`src/rtl/sysctrl_gen.sv`:
```
// MCU system-control endpoint: decodes framed byte commands into LED, colour,
// button, config-register and interrupt operations, with a registered reply byte.
module sysctrl_gen #(
    parameter logic [7:0]                 CORE_ID     = 8'h03,
    parameter int                         NUM_CFG     = 16,
    parameter int                         CFG_W       = 8,
    parameter logic [NUM_CFG*CFG_W-1:0]   CFG_DEFAULT = '0,
    parameter int                         INT_N       = 8,
    parameter int                         LED_N       = 2,
    parameter int                         BTN_N       = 2
) (
    input  logic                       clk,
    input  logic                       reset_n,
    input  logic                       data_in_strobe,
    input  logic                       data_in_start,
    input  logic [7:0]                 data_in,
    output logic [7:0]                 data_out,
    output logic                       int_out_n,
    input  logic [INT_N-1:0]           int_in,
    output logic [INT_N-1:0]           int_ack,
    input  logic [BTN_N-1:0]           buttons,
    output logic [LED_N-1:0]           leds,
    output logic [23:0]                color,
    output logic [NUM_CFG*CFG_W-1:0]   cfg_flat,
    output logic                       cfg_wr_stb,
    output logic [7:0]                 cfg_wr_id
);

    localparam int         CFG_BYTES = (CFG_W + 7) / 8;
    localparam logic [3:0] LAST_K    = 4'(CFG_BYTES + 1);
    localparam logic [3:0] K_MAX     = 4'd15;

    localparam logic [7:0] CMD_STATUS = 8'h00;
    localparam logic [7:0] CMD_LEDS   = 8'h01;
    localparam logic [7:0] CMD_COLOR  = 8'h02;
    localparam logic [7:0] CMD_BTN    = 8'h03;
    localparam logic [7:0] CMD_CFG_WR = 8'h04;
    localparam logic [7:0] CMD_INT    = 8'h05;
    localparam logic [7:0] CMD_CFG_RD = 8'h06;
    localparam logic [7:0] CMD_MASK   = 8'h07;

    // Frame byte index k: 0 = idle, 1..15 = payload position (saturating).
    logic [3:0]         state_q, state_d;
    logic [7:0]         cmd_q, cmd_d;
    logic [7:0]         id_q, id_d;
    logic [15:0]        shadow_q, shadow_d;
    logic [7:0]         dout_d;
    logic [LED_N-1:0]   leds_d;
    logic [23:0]        color_d;
    logic [INT_N-1:0]   mask_q, mask_d;
    logic [INT_N-1:0]   ack_d;
    logic [INT_N-1:1]   pending_q;
    logic [INT_N-1:1]   int_prev_q;
    logic               coldboot_q;
    logic               commit;
    logic [7:0]         wr_id_d;
    logic [7:0]         rd_idx;
    logic [15:0]        rd_val;
    logic [CFG_W-1:0]   cfg_q [NUM_CFG];
    logic               unused_int0;

    assign unused_int0 = int_in[0];

    function automatic logic [7:0] rev8(input logic [7:0] b);
        logic [7:0] r;
        for (int i = 0; i < 8; i++) r[i] = b[7-i];
        return r;
    endfunction

    for (genvar g = 0; g < NUM_CFG; g++) begin : g_flat
        assign cfg_flat[g*CFG_W +: CFG_W] = cfg_q[g];
    end

    always_comb begin
        state_d  = state_q;
        cmd_d    = cmd_q;
        id_d     = id_q;
        shadow_d = shadow_q;
        dout_d   = data_out;
        leds_d   = leds;
        color_d  = color;
        mask_d   = mask_q;
        ack_d    = '0;
        commit   = 1'b0;
        wr_id_d  = cfg_wr_id;

        // Readback index comes straight from the bus on the first payload byte.
        rd_idx = (state_q == 4'd1) ? data_in : id_q;
        rd_val = '0;
        for (int i = 0; i < NUM_CFG; i++) begin
            if (rd_idx == 8'(i)) rd_val = 16'(cfg_q[i]);
        end

        if (data_in_strobe) begin
            if (data_in_start) begin
                cmd_d    = data_in;
                state_d  = 4'd1;
                shadow_d = '0;
            end else if (state_q != 4'd0) begin
                if (state_q != K_MAX) state_d = state_q + 4'd1;
                case (cmd_q)
                    CMD_STATUS: begin
                        case (state_q)
                            4'd1:    dout_d = 8'h5C;
                            4'd2:    dout_d = 8'h42;
                            4'd3:    dout_d = CORE_ID;
                            4'd4:    dout_d = 8'(NUM_CFG);
                            default: ;
                        endcase
                    end
                    CMD_LEDS: begin
                        if (state_q == 4'd1) leds_d = data_in[LED_N-1:0];
                    end
                    CMD_COLOR: begin
                        case (state_q)
                            4'd1:    color_d[15:8]  = rev8(data_in);
                            4'd2:    color_d[7:0]   = rev8(data_in);
                            4'd3:    color_d[23:16] = rev8(data_in);
                            default: ;
                        endcase
                    end
                    CMD_BTN: begin
                        dout_d = 8'(buttons);
                    end
                    CMD_CFG_WR: begin
                        if (state_q == 4'd1) begin
                            id_d = data_in;
                        end else if (state_q <= LAST_K) begin
                            if (state_q == 4'd2) shadow_d[7:0]  = data_in;
                            else                 shadow_d[15:8] = data_in;
                            if (state_q == LAST_K && id_q < 8'(NUM_CFG)) begin
                                commit  = 1'b1;
                                wr_id_d = id_q;
                            end
                        end
                    end
                    CMD_INT: begin
                        dout_d = 8'({pending_q, coldboot_q});
                        if (state_q == 4'd1) ack_d = data_in[INT_N-1:0];
                    end
                    CMD_CFG_RD: begin
                        if (state_q == 4'd1) id_d = data_in;
                        // rd_val is zero-padded above CFG_W, so bytes past the register read 0.
                        if (state_q == 4'd1)      dout_d = rd_val[7:0];
                        else if (state_q == 4'd2) dout_d = rd_val[15:8];
                        else                      dout_d = 8'h00;
                    end
                    CMD_MASK: begin
                        if (state_q == 4'd1) mask_d = data_in[INT_N-1:0];
                    end
                    default: ;
                endcase
            end
        end
    end

    always_ff @(posedge clk or negedge reset_n) begin
        if (!reset_n) begin
            state_q    <= '0;
            cmd_q      <= '0;
            id_q       <= '0;
            shadow_q   <= '0;
            data_out   <= '0;
            leds       <= '0;
            color      <= '0;
            mask_q     <= '1;
            int_ack    <= '0;
            cfg_wr_stb <= 1'b0;
            cfg_wr_id  <= '0;
            pending_q  <= '0;
            int_prev_q <= '0;
            coldboot_q <= 1'b1;
            int_out_n  <= 1'b1;
            for (int i = 0; i < NUM_CFG; i++) cfg_q[i] <= CFG_DEFAULT[i*CFG_W +: CFG_W];
        end else begin
            state_q    <= state_d;
            cmd_q      <= cmd_d;
            id_q       <= id_d;
            shadow_q   <= shadow_d;
            data_out   <= dout_d;
            leds       <= leds_d;
            color      <= color_d;
            mask_q     <= mask_d;
            int_ack    <= ack_d;
            cfg_wr_stb <= commit;
            cfg_wr_id  <= wr_id_d;
            for (int i = 0; i < NUM_CFG; i++) begin
                if (commit && id_q == 8'(i)) cfg_q[i] <= shadow_d[CFG_W-1:0];
            end
            // A fresh edge in the same cycle as the ack clear keeps the bit set.
            int_prev_q <= int_in[INT_N-1:1];
            pending_q  <= (pending_q & ~int_ack[INT_N-1:1]) | (int_in[INT_N-1:1] & ~int_prev_q);
            coldboot_q <= coldboot_q & ~int_ack[0];
            int_out_n  <= ~((|(pending_q & mask_q[INT_N-1:1])) | (coldboot_q & mask_q[0]));
        end
    end

endmodule

```
`config.mk`:
```
export PLATFORM = sky130hd
export DESIGN_NAME = sysctrl_gen
export DESIGN_NICKNAME = d
export VERILOG_FILES = /design/src/rtl/sysctrl_gen.sv
export SDC_FILE = /design/constraint.sdc
export NUM_CORES = 1
export LEC_CHECK = 0
export CAP_MARGIN = 20
export CORE_MARGIN = 2
export CORE_UTILIZATION = 45
export DETAILED_ROUTE_END_ITERATION = 7
export MAX_ROUTING_LAYER = met4
export PLACE_DENSITY = 0.71
export SYNTH_ARGS = -nofsm -noshare
export SYNTH_HDL_FRONTEND = slang
export SYNTH_SLANG_ARGS = --single-unit
export TNS_END_PERCENT = 10
```
`constraint.sdc`:
```
create_clock -name clk -period 4.1 [get_ports clk]
set_input_delay 1.23 -clock clk [delete_from_list [all_inputs] [get_ports clk]]
set_output_delay 1.23 -clock clk [all_outputs]
set_load 0.02 [all_outputs]
```
; ---- After elaboration in Yosys (flattened, before gate mapping)
; Cells that the tools add are included.
[word_totals]
word_cells = 171
input_bits = 22
out_inout_bits = 180
regBits = 231
[classes]
n_eq_ne = 43
add_sub_neg = 1
mux = 43
n_lt_le_gt_ge = 2
bitwise = 13
reduce_logical = 36
[ops]
columns = cell, n
row1 = $mux 16, 14
row2 = $mux 8, 17
row3 = $eq 8x4->1 const B, 16
row4 = $eq 8x3->1 const B, 12
row5 = $pmux 8 s4, 2
row6 = $eq 8x2->1 const B, 6
row7 = $reduce_and 5->1, 6
row8 = $eq 8x1->1 const B, 3
row9 = $logic_not 8->1, 3
row10 = $and 7x7->7, 3
row11 = $logic_and 1x1->1, 17
row12 = $not 7->7, 2
row13 = $mux 4, 3
row14 = $eq 4x2->1 const B, 2
row15 = $lt 8x5->1 const B, 1
row16 = $reduce_bool 4->1, 2
row17 = $mux 1, 7
row18 = $or 7x7->7, 1
row19 = $reduce_and 7->1, 1
row20 = $reduce_or 7->1, 1
row21 = $ne 5x5->1 const B, 1
row22 = $add 4x1->4 const B, 1
row23 = $eq 4x1->1 const B, 1
row24 = $eq 4x3->1 const B, 1
row25 = 10 further kinds, 15

; ---- Depth between registers and ports, before layout
[depth]
ltp_word = 22
ltp_mapped = 12
mapped_depth_nobuf = 10

; ---- Worst setup path before layout
; OpenSTA, ideal clock, no wires.
[synth_timing]
path_kind = input to register
from = in data_in[4]
to = reg data_out[5]
setup_slack_ns = 0.926
n_path_buf = 1
cell_stages = 8
arrival_ns = 3.091
cell_sequence = buf_2 nor4_2 nand3_1 o22ai_1 a22o_1 a211oi_1 a311o_1 o21ai_0
[synth_between]
elab_chain_len = 20
word_cells_on_any_way = 36
classes_between = eq/ne: 15 / mux: 20 / reduce/logical: 1
[synth_lines]
columns = item, line_no
row1 = "start, declared", 16  ; input logic [7:0] data_in,
row2 = $mux 8 *, --
row3 = $logic_not 8->1, 91  ; if (rd_idx == 8'(i)) rd_val = 16'(cfg_q[i]);
row4 = $mux 8 (2 in series), 91
row5 = $mux 16 (13 in series), 91
row6 = $mux 16 *, 91
row7 = $mux 8 *, 144  ; if (state_q == 4'd1) dout_d = rd_val[7:0];
row8 = $pmux 8 s4 *, 101  ; case (cmd_q)
row9 = "end signal, assigned", 180  ; data_out <= dout_d;
row10 = "end, declared", 17  ; output logic [7:0] data_out,
; Every way passes the cells marked *; elsewhere a longest branch is shown, timed or not.
; A chain may end at the register's enable or synchronous reset.

; ---- Worst setup path after layout
[layout_timing]
from = in data_in[0]
to = reg data_out[4]
; Same word-level chain as after synthesis.

==> results.yml <==
worst_setup_path:
  worst-setup-path-type: "input port to register"
  start_kind: "input port"
  r2r-start: "state_q[1]"
  cp.required_ns: 4.56
  path_max_fanout: 7
  worst_setup_path_end_kind: "register"
  r2r_cells: 11
  cp_data_arrival_time_ns: 4.20
  r2r-end: "data_out[5]"
  r2r_slack_ns: 0.68
finish:
  final_cell_mix: "dfrtp_1 (221), clkdlybuf4s50_1 (199), nand2_1 (166), o21ai_0 (123), buf_4 (112)"
  layout.nets: 1312
  final_layout_size_suffix_gt1_frac: 0.197
  area_growth_pct: 36.8
  final_common_cell: "dfrtp_1"
  fillers: 2006
sta:
  slew_headroom: 0.421
  fmax_mhz: 267
  tightest_slew_ns: 0.863
  hold_viol: 0
  finalSetupTns_ns: 0
  finalSetupViolCount: 0
  rsz0062_at_grt: "no"
  whs_ns: 0.408
  fin_crit_sh: 0.912
  drv_slew: 0
  skew_ns: 0.00908
  min_period_ns: 3.74
power:
  total_power_w: 0.00606
  powerDensity_nw_per_um2: 419
  leakage_nw: 6.37
  ir_drop_uv: 323
die:
  fp.dieH_um: 157
  rows: 56
  dieArea_sq_um: 24700
  start_util: 0.454
  ios: 202
  coreArea_sq_um: 23300
  die_w_um: 157
placement:
  gp_congestion: 1.04
  hpwl_um: 27900
  port_buffers: 200
global_route:
  grt_max_degree: 107
  grt_util_all_layers: 0.310
  antenna_found_initial: 1
  grt_pass1_wl_um: 56100
  grt_pass1_vias: 9174
  overflow: 0
clocking:
  cts_sinks: 231
  cts_tree: "done"
  post_cts_buffers: 0
  cts_buffers: 25
  clock_path_buffers: 3
  h-tree-depth: 1
  clock_latency_ns: 0.53
  holdBufCountCts: 0
  cts_root_buf: "clkbuf_16"
  post_cts_resized: 0
  path_clk_slew_ns: 0.06
routing:
  drt_iter0_markers: 737
  viasPerCell: 5.72
  routed_wl_um: 37200
  first_pass_iters: 7
  drc: 2
  vias: 9274
  avgRoutedWirePerCell_um: 22.9
  ant_nets: 0
synth:
  synth_nets: 1028
  async_reset_ff_frac: 1.00
  syn_avg_cell_area_sq_um: 10.5
  syn_area_sq_um: 10600
  ys_types: 70
  synth_ff_type: "dfrtp_1"
  postSynthCellCount: 1002
  ys_seq_area_frac: 0.548
  ys_ff_latch: 231
  yosysWarningCount: 0
  synth-edff-count: 0
hold_path:
  holdPathStages: 1
  hold_end: "coldboot_q"
  hp-class: "register to register"
  holdCritStartpoint: "int_ack[0]"
status:
  violations: "DRC"
  status: "complete, but fails checks"
run:
  cap_violations: 0
## logic make-up after synthesis
group / share of synthesized area
DFF: 0.548
buffers and inverters: 0.0380
AOI/OAI and AO/OA: 0.171
xor gates and xnor gates: 0.00249
muxes: 0.0934
adders and majority gates: 0.00474
and+or+nand+nor: 0.142
## worst max-delay path by stage
stage | startpoint | endpoint | depth (start not counted)
CTS | data_in[0] | data_out[4] | 10
detailed placement | data_in[0] | data_out[4] | 10
floorplan | data_in[4] | data_out[5] | 8
global placement | data_in[0] | data_out[4] | 10
global route | data_in[0] | data_out[4] | 10
finish | data_in[0] | data_out[4] | 10
## layer usage
layer / part of all wire / vias to the layer above / wire [um] / global-route usage
met4: 0.030 / 0 / 1120 / 0.0818
met5: 0 / - / 0 / -
met1: 0.44 / 4609 / 16500 / 0.430
met3: 0.060 / 92 / 2240 / 0.0424
met2: 0.47 / 378 / 17300 / 0.484
li1: - / 4195 / - / -
## where the power goes
part	switching (W)	internal, W	leakage, nW	total, W
Sequential	0.0000898	0.00236	3.11	0.00245
Combinational	0.000674	0.000460	2.83	0.00113
Clock	0.000902	0.00158	0.435	0.00248
Total	0.00167	0.00439	6.37	0.00606
## synth_stat cells (3+ instances only)
cell | count | area [sq um]
a2111oi_0 | 5 | 43.8
a211oi_1 | 7 | 52.6
a21o_1 | 3 | 22.5
a21oi_1 | 20 | 100
a221o_1 | 4 | 40.0
a221oi_1 | 5 | 43.8
a22o_1 | 10 | 87.6
a22oi_1 | 31 | 233
and2_1 | 18 | 113
and3_1 | 5 | 31.3
buf_2 | 12 | 60.1
buf_6 | 8 | 90.1
clkbuf_1 | 35 | 131
dfrtp_1 | 221 | 5530
dfstp_2 | 10 | 263
ha_1 | 4 | 50.1
inv_1 | 30 | 113
mux2_2 | 77 | 867
mux2i_1 | 12 | 120
nand2_1 | 166 | 623
nand2b_1 | 9 | 56.3
nand3_1 | 29 | 145
nand4_1 | 7 | 43.8
nor2_1 | 24 | 90.1
nor2b_1 | 11 | 68.8
nor3_1 | 9 | 45.0
nor4_1 | 4 | 25.0
o21a_1 | 3 | 22.5
o21ai_0 | 123 | 616
o21ai_1 | 3 | 15.0
o221ai_1 | 5 | 43.8
o22a_1 | 12 | 105
o22ai_1 | 28 | 175
o31ai_1 | 3 | 22.5
or4_1 | 3 | 22.5
xnor2_1 | 3 | 26.3
## stage by stage
step	instances	utilization	area, sq um	worst slack (ns)
3_5_place_dp	1578	0.582	13500	-0.0268
3_3_place_gp	1578	0.582	13500	-0.0944
4_1_cts	1620	0.621	14500	0.471
2_1_floorplan	1002	-	10600	0.926
5_1_grt	1621	0.621	14500	0.324
6_report	1621	0.621	14500	0.359
## worst max-delay path: stages
cell	delay (ns)
clkdlybuf4s50_1	0.60
buf_4	0.24
nand2b_1	0.20
mux2i_1	0.37
buf_4	0.24
a22oi_1	0.10
a21oi_1	0.20
a211oi_1	0.09
o41ai_1	0.72
a21o_1	0.21
## layout make-up
class	count	area, sq um	area share
Clock inverter	7	188	0.0130
Tap cell	319	399	0.0276
Multi-Input combinational cell	685	4380	0.303
Clock buffer	35	713	0.0493
Antenna cell	1	2.50	0.000173
Timing Repair Buffer	313	2870	0.198
Inverter	30	113	0.00779
Sequential cell	231	5790	0.401
## flip-flops by register name (all words and copies together), names as in the netlist
name,flops
cfg_flat,128
color,24
cfg_wr_id,8
cmd_q,8
data_out,8
id_q,8
int_ack,8
mask_q,8
shadow_q,8
int_prev_q,7
pending_q,7
state_q,4
leds,2
cfg_wr_stb,1
coldboot_q,1
int_out_n,1
Note: power is estimated with default switching activity, not from simulation.
